## config.mk

```make
export PLATFORM = sky130hd
export DESIGN_NAME = btn_debounce
export DESIGN_NICKNAME = d
export VERILOG_FILES = /design/src/rtl/btn_pkg.sv /design/src/rtl/sync_2ff.sv /design/src/rtl/btn_debounce.sv
export SDC_FILE = /design/constraint.sdc
export NUM_CORES = 1
export LEC_CHECK = 0
export ABC_AREA = 1
export BUFFER_PORTS_ARGS = -buffer_cell sky130_fd_sc_hd__buf_2
export CAP_MARGIN = 20
export CORE_MARGIN = 4
export CORE_UTILIZATION = 45
export DETAILED_ROUTE_END_ITERATION = 10
export SYNTH_ARGS = -nofsm -noshare
export SYNTH_HDL_FRONTEND = slang
export SYNTH_SLANG_ARGS = --single-unit
```

## constraint.sdc

```tcl
create_clock -name clk -period 1.95 [get_ports clk]
set_clock_uncertainty 0.2 [all_clocks]
set_input_delay 0.2925 -clock clk [delete_from_list [all_inputs] [get_ports clk]]
set_output_delay 0.2925 -clock clk [all_outputs]
set_load 0.05 [all_outputs]
```

## src/rtl/btn_pkg.sv

```systemverilog
// Shared types and 25 MHz timing defaults for the push-button debouncer.
package btn_pkg;

    typedef enum logic [2:0] {
        ZERO  = 3'd0,
        WAIT1 = 3'd1,
        ONE   = 3'd2,
        HOLD  = 3'd3,
        WAIT0 = 3'd4
    } state_t;

    // 20 ms, 0.5 s and 0.1 s at 25 MHz
    localparam int DEF_STABLE_CYCLES = 500000;
    localparam int DEF_HOLD_CYCLES   = 12500000;
    localparam int DEF_REPEAT_CYCLES = 2500000;
    localparam int DEF_CNT_W         = 24;

endpackage

```

## src/rtl/sync_2ff.sv

```systemverilog
// Two-flop synchronizer for one asynchronous level input; clears to 0 on reset.
module sync_2ff (
    input  logic clk,
    input  logic rst_n,
    input  logic d,
    output logic q
);

    logic meta_q, meta_d;
    logic sync_q, sync_d;

    always_comb begin
        meta_d = d;
        sync_d = meta_q;
    end

    always_ff @(posedge clk or negedge rst_n) begin
        if (!rst_n) begin
            meta_q <= 1'b0;
            sync_q <= 1'b0;
        end else begin
            meta_q <= meta_d;
            sync_q <= sync_d;
        end
    end

    assign q = sync_q;

endmodule

```

## src/rtl/btn_debounce.sv

```systemverilog
// Debounces one raw button into a registered level plus one-cycle press,
// repeat and release ticks, using a single shared timing counter.
module btn_debounce
    import btn_pkg::*;
#(
    parameter int STABLE_CYCLES = DEF_STABLE_CYCLES,
    parameter int HOLD_CYCLES   = DEF_HOLD_CYCLES,
    parameter int REPEAT_CYCLES = DEF_REPEAT_CYCLES,
    parameter bit REPEAT_EN     = 1'b0,
    parameter int CNT_W         = DEF_CNT_W
) (
    input  logic clk,
    input  logic reset,
    input  logic raw,
    output logic q,
    output logic db_clk,
    output logic db_rel
);

    localparam logic [CNT_W-1:0] STABLE_LAST = CNT_W'(STABLE_CYCLES - 1);
    localparam logic [CNT_W-1:0] HOLD_LAST   = CNT_W'(HOLD_CYCLES - 1);
    localparam logic [CNT_W-1:0] REPEAT_LAST = CNT_W'(REPEAT_CYCLES - 1);
    localparam logic [CNT_W-1:0] CNT_ONE     = CNT_W'(1);

    logic s;

    state_t           state_q, state_d;
    logic [CNT_W-1:0] cnt_q, cnt_d;
    logic             q_q, q_d;
    logic             db_clk_q, db_clk_d;
    logic             db_rel_q, db_rel_d;

    sync_2ff u_sync (
        .clk   (clk),
        .rst_n (reset),
        .d     (raw),
        .q     (s)
    );

    // Every terminal count clears the counter, so it never needs to wrap.
    always_comb begin
        state_d  = state_q;
        cnt_d    = cnt_q;
        db_clk_d = 1'b0;
        db_rel_d = 1'b0;
        q_d      = 1'b0;

        case (state_q)
            ZERO: begin
                cnt_d = '0;
                if (s) begin
                    state_d = WAIT1;
                end
            end
            WAIT1: begin
                if (!s) begin
                    state_d = ZERO;
                    cnt_d   = '0;
                end else if (cnt_q == STABLE_LAST) begin
                    state_d  = ONE;
                    db_clk_d = 1'b1;
                    cnt_d    = '0;
                end else begin
                    cnt_d = cnt_q + CNT_ONE;
                end
            end
            ONE: begin
                if (!s) begin
                    state_d = WAIT0;
                    cnt_d   = '0;
                end else if (REPEAT_EN) begin
                    if (cnt_q == HOLD_LAST) begin
                        state_d  = HOLD;
                        db_clk_d = 1'b1;
                        cnt_d    = '0;
                    end else begin
                        cnt_d = cnt_q + CNT_ONE;
                    end
                end else begin
                    cnt_d = '0;
                end
            end
            HOLD: begin
                if (!s) begin
                    state_d = WAIT0;
                    cnt_d   = '0;
                end else if (cnt_q == REPEAT_LAST) begin
                    db_clk_d = 1'b1;
                    cnt_d    = '0;
                end else begin
                    cnt_d = cnt_q + CNT_ONE;
                end
            end
            WAIT0: begin
                if (s) begin
                    // Bounce back to pressed restarts the hold timer silently.
                    state_d = ONE;
                    cnt_d   = '0;
                end else if (cnt_q == STABLE_LAST) begin
                    state_d  = ZERO;
                    db_rel_d = 1'b1;
                    cnt_d    = '0;
                end else begin
                    cnt_d = cnt_q + CNT_ONE;
                end
            end
            default: begin
                state_d = ZERO;
                cnt_d   = '0;
            end
        endcase

        case (state_d)
            ONE, HOLD, WAIT0: q_d = 1'b1;
            default:          q_d = 1'b0;
        endcase
    end

    always_ff @(posedge clk or negedge reset) begin
        if (!reset) begin
            state_q  <= ZERO;
            cnt_q    <= '0;
            q_q      <= 1'b0;
            db_clk_q <= 1'b0;
            db_rel_q <= 1'b0;
        end else begin
            state_q  <= state_d;
            cnt_q    <= cnt_d;
            q_q      <= q_d;
            db_clk_q <= db_clk_d;
            db_rel_q <= db_rel_d;
        end
    end

    assign q      = q_q;
    assign db_clk = db_clk_q;
    assign db_rel = db_rel_q;

endmodule

```

Word level (Yosys, flattened, before mapping)
Cells that the tools add are included.

operators by class
  $add $sub $neg = 1
  multipliers = 0
  div/mod/pow operators = 0
  order comparisons = 0
  eq/ne operators = 9
  shifts and indexed selects = 0
  muxes and demuxes = 21
  bitwise operators = 0
  reduce and logical (&&, ||, !) cells = 3

operator list
  kind                   count
  $mux 24                5
  $pmux 24 s3            1
  $add 24x1->24 const B  1
  $eq 24x19->1 const B   1
  $eq 24x22->1 const B   1
  $mux 3                 6
  $eq 3x2->1 const B     4
  $pmux 3 s4             1
  $mux 1                 7
  $eq 3x3->1 const B     2
  $eq 3x1->1 const B     1
  $logic_not 3->1        1
  $reduce_or 3->1        1
  $pmux 1 s2             1
  $reduce_or 2->1        1

storage, ports and cells
  flip-flop bits (word level) = 32
  bits in latches = 0
  bits in writable memories = 0
  memory bits (read-only) = 0
  bits of input ports = 3
  output and inout bits = 3
  word-level logic and storage cells = 41
  memories = 0

Longest topological paths before layout
  depth in word-level cells = 7
  gate-level depth with buffers = 11
  gate-level depth less buffers = 10

Modules after synthesis
From an unflattened synthesis, not the netlist that was laid out.

unflattened totals
  cells, all modules = 262
  area, all modules = 1969.4 µm²

by module, submodules not included
  module        times used  cells an instance  area each (µm²)  seq. area each (µm²)
  btn_debounce  1           260                1919.3           750.7
  sync_2ff      1           2                  50.0             50.0

Worst setup path after synthesis
Ideal clock, no wire load.

  path type = flip-flop to flip-flop
  from = reg cnt_q[0]
  to = reg cnt_q[13]
  setup time = 0.128 ns
  arrival time = 1.441 ns
  data required time = 1.622 ns
  path slack = 0.181 ns
  cell stages (with the launch flop) = 12
  path buffers = 1
  period minus slack after synthesis = 1.769 ns
  path through = dfrtp_1 > ha_1 > nand2_2 > nor2_4 > nand3_2 > nor2_2 > nand2_2 > nand2_2 > nand2_4 > inv_6 > buf_12 > nor2_4

on the way
  longest elaborated chain between the ends = 4
  elaborated cells between the ends (all ways) = 9
  classes of those cells = add/sub (1); eq/ne (2); mux (6)

ends and longest elaborated chain
  what                                         line                                                         RTL
  start, declared                              btn_debounce.sv:28                                           logic [CNT_W-1:0] cnt_q, cnt_d;
  start signal, assigned                       btn_debounce.sv:128                                          cnt_q <= cnt_d;
  $add 24x1->24, or another cell as far along  btn_debounce.sv:64, btn_debounce.sv:91, btn_debounce.sv:104
  $mux 24, on equally long branches            btn_debounce.sv:59, btn_debounce.sv:99, btn_debounce.sv:87
  $mux 24, on equally long branches            btn_debounce.sv:95, btn_debounce.sv:56, btn_debounce.sv:84
  $pmux 24 s3 *                                btn_debounce.sv:48                                           case (state_q)
  named net cnt_d[13]                          btn_debounce.sv:28

Mark *: on every way through the listed nets, which the timed path passes. The rest lies on a longest branch.

Final worst setup path
  from = reg cnt_q[0]
  to = reg cnt_q[20]

The elaborated chain is that of the path after synthesis.

==> impl_metrics.py <==
metrics = {
    "logic_synthesis": {
        "synth_warnings": 0,
        "yosys.area.top_type_share_pct": 38.5,
        "syn_area_um2": 2080,
        "syn_inst": 272,
        "synthTopCellsByCount": "nand2_1 (66), nor2_1 (43), dfrtp_1 (32)",
        "synthTopCellsByArea": "dfrtp_1 (38%), nand2_1 (12%), nor2_4 (9.2%)",
        "synth-edff-count": 0,
        "yosysTopAreaCell": "dfrtp_1",
        "synth_most_common_cell": "nand2_1",
        "syn_avg_cell_area_um2": 7.65,
        "synthArstFlopShare_pct": 100,
        "synth_cell_types": 23,
        "syn_nets": 276,
        "ys_ff_latch": 32,
        "seq_area_frac_synth_pct": 38.5,
        "ys.flop_type": "dfrtp_1",
    },
    "worst_setup_path": {
        "worstSetupPathType": "reg2reg",
        "worst_path_max_delay_cell": "dfrtp_1",
        "critPathLaunchType": "flop",
        "rrSetupSlack_ns": 0.11,
        "crit_path_end_kind": "flop",
        "cp.arrival_ns": 1.82,
        "r2r-start": "cnt_q[0]",
        "crit_buf_inv": 0,
        "critPathTopFamily": "simple AND/OR/NAND/NOR gates",
        "crit_start": "cnt_q[0]",
        "worstPathMaxFanout": 4,
        "cpPeakStageDelay_ns": 0.42,
        "path_cells": "ha_4 -> nand2_2 -> nor2_4 -> nand2_1 -> nor2_1 -> nand3_1 -> xor2_1 -> nor2_4",
        "path_common_cell": "nor2_4",
        "worstPathRequired_ns": 1.92,
    },
    "global_route": {
        "gr-max-usage-layer": "met2",
        "antenna_found_initial": 0,
        "met2_usage_pct": 24.8,
        "grt_pass1_wl_mm": 7.96,
        "grt_pass1_vias": 1698,
        "grt_overflow": 0,
        "grt_max_degree": 33,
        "met1_usage_pct": 24.4,
        "met3_usage_pct": 3.90,
        "track_usage_pct": 17.2,
    },
    "sta": {
        "slew_headroom_pct": 52.3,
        "slew_viol_final": 0,
        "min_period_ns": 1.84,
        "final.setup.tns_ns": 0,
        "max_freq_mhz": 542,
        "hold_viol_final": 0,
        "period_share_pct": 94.6,
        "setup_viol_count_final": 0,
        "hold_ws_ns": 0.161,
        "tightestPinTransition_ns": 0.716,
    },
    "placed_design": {
        "port_buffers": 5,
        "gp_congestion": 0.950,
        "postPlaceCellArea_um2": 2180,
        "hpwl_mm": 3.47,
    },
    "floorplan": {
        "core_area_um2": 4410,
        "die_w_um": 76.0,
        "num_rows": 24,
        "die_area_um2": 5780,
        "start_util_pct": 47.2,
        "die_y_um": 76.0,
        "ioPinCount": 6,
    },
    "detailed_routing": {
        "wl_per_cell_um": 13.6,
        "drc_errors": 0,
        "wl_mm": 4.67,
        "drt_iter0_drc": 100,
        "final_antenna_net_count": 0,
        "dr.pass1.iters": 4,
        "viasPerCell": 5.02,
        "num_vias": 1718,
    },
    "cts": {
        "insertion_delay_ns": 0.28,
        "cts_tree": "done",
        "cts_buffer_depth": 2,
        "cts_sinks": 32,
        "cts.root.buffer_cell": "clkbuf_8",
        "cts_max_level": 2,
        "cts_buffers": 5,
        "clk_pin_slew_ns": 0.07,
    },
    "layout": {
        "fillCellCount": 436,
        "stdcell_area_um2": 2350,
        "final_nets": 293,
        "antenna_cells": 0,
        "syn_to_final_growth_pct": 12.7,
        "drive_gt1_share_pct": 22.1,
    },
    "worst_hold_path": {
        "holdCritPathClass": "reg2reg",
        "hp-start": "u_sync.meta_q",
    },
    "power": {
        "ir_worst_vdd_mv": 0.383,
        "leakagePower_nw": 0.924,
        "p_per_area_nw_per_um2": 558,
    },
    "run_status": {
        "status": "finished clean",
    },
    "run": {
        "max_cap_violations": 0,
    },
}
-- layout by cell type (no fill, tap or decap), types with 2 or more instances in the layout --
| cell | instances |
|---|---|
| buf_2 | 5 |
| xor2_1 | 11 |
| nand2_2 | 4 |
| nor2_2 | 13 |
| dfrtp_1 | 32 |
| nor3_1 | 7 |
| clkbuf_1 | 2 |
| nand3b_1 | 2 |
| nand3_2 | 2 |
| inv_2 | 6 |
| dlygate4sd3_1 | 2 |
| inv_1 | 25 |
| nand2_1 | 66 |
| nor2_4 | 17 |
| nand4_1 | 10 |
| a21oi_1 | 3 |
| buf_4 | 4 |
| nand3_1 | 19 |
| nor2_1 | 43 |
| clkbuf_8 | 6 |
| buf_12 | 2 |
| o21ai_0 | 3 |
-- cells by family (layout without fill, tap and decap cells) --
group | Yosys count | in the layout | share of synthesized area, %
simple gates | 184 | 184 | 45.4
buf+inv | 36 | 54 | 8.41
flops | 32 | 32 | 38.5
xor+xnor | 12 | 12 | 5.05
compound gates | 7 | 7 | 2.04
fa+ha+maj | 1 | 1 | 0.601
-- state kept, by name, indices dropped and copies added (netlist names) --
name	cells
db_rel	1
u_sync.meta_q	1
db_clk	1
state_q	3
u_sync.q	1
cnt_q	24
q	1
-- metal layers --
metal,routed length [um],part of all wire (%),vias up
met4,139,3.0,0
li1,-,-,883
met2,2140,46,33
met1,2200,47,789
met3,185,4.0,13
met5,0,0,-
-- metrics by stage --
step           util (%)  setup WS, ns  total power, W  cells
6_report           53.2         0.105         0.00131    342
5_1_grt            53.2      -0.00423         0.00138    342
4_1_cts            52.0        0.0281         0.00131    340
3_5_place_dp       49.5        0.0421        0.000775    330
3_3_place_gp       49.5         0.101        0.000774    330
2_1_floorplan         -         0.181        0.000750    272
-- repair_timing --
item | 4_1_cts | 5_1_grt
setup buffers | 0 | 1
hold endpoints to repair | 33 | 0
hold buffers | 2 | 0
setup endpoints to repair | 0 | 17
resized for setup | 0 | 4
-- area by class of cell --
class / count / area, um2 / area share (%)
clock buffer: 8 / 90.1 / 3.84
multi-input combinational: 204 / 1120 / 47.7
tap: 52 / 65.1 / 2.77
sequential: 32 / 801 / 34.1
timing repair buffer: 14 / 140 / 5.97
inverter: 32 / 133 / 5.65
-- path summary, 6_finish.rpt --
path / endpoint / depth (start not counted)
worst max-delay path: cnt_q[20] / 8
worst min-delay path: u_sync.q / 0
worst max register to register: cnt_q[20] / 8
worst min register to register: u_sync.q / 0
max in group asynchronous: u_sync.q / 2
min in group asynchronous: cnt_q[2] / 2
-- report_power, final --
part,leakage [nW],internal (W),switching [W]
clock,0.0455,0.000288,0.000243
combinational,0.438,0.0000384,0.0000630
sequential,0.440,0.000671,0.00000705
(Power assumes the default switching activity.)
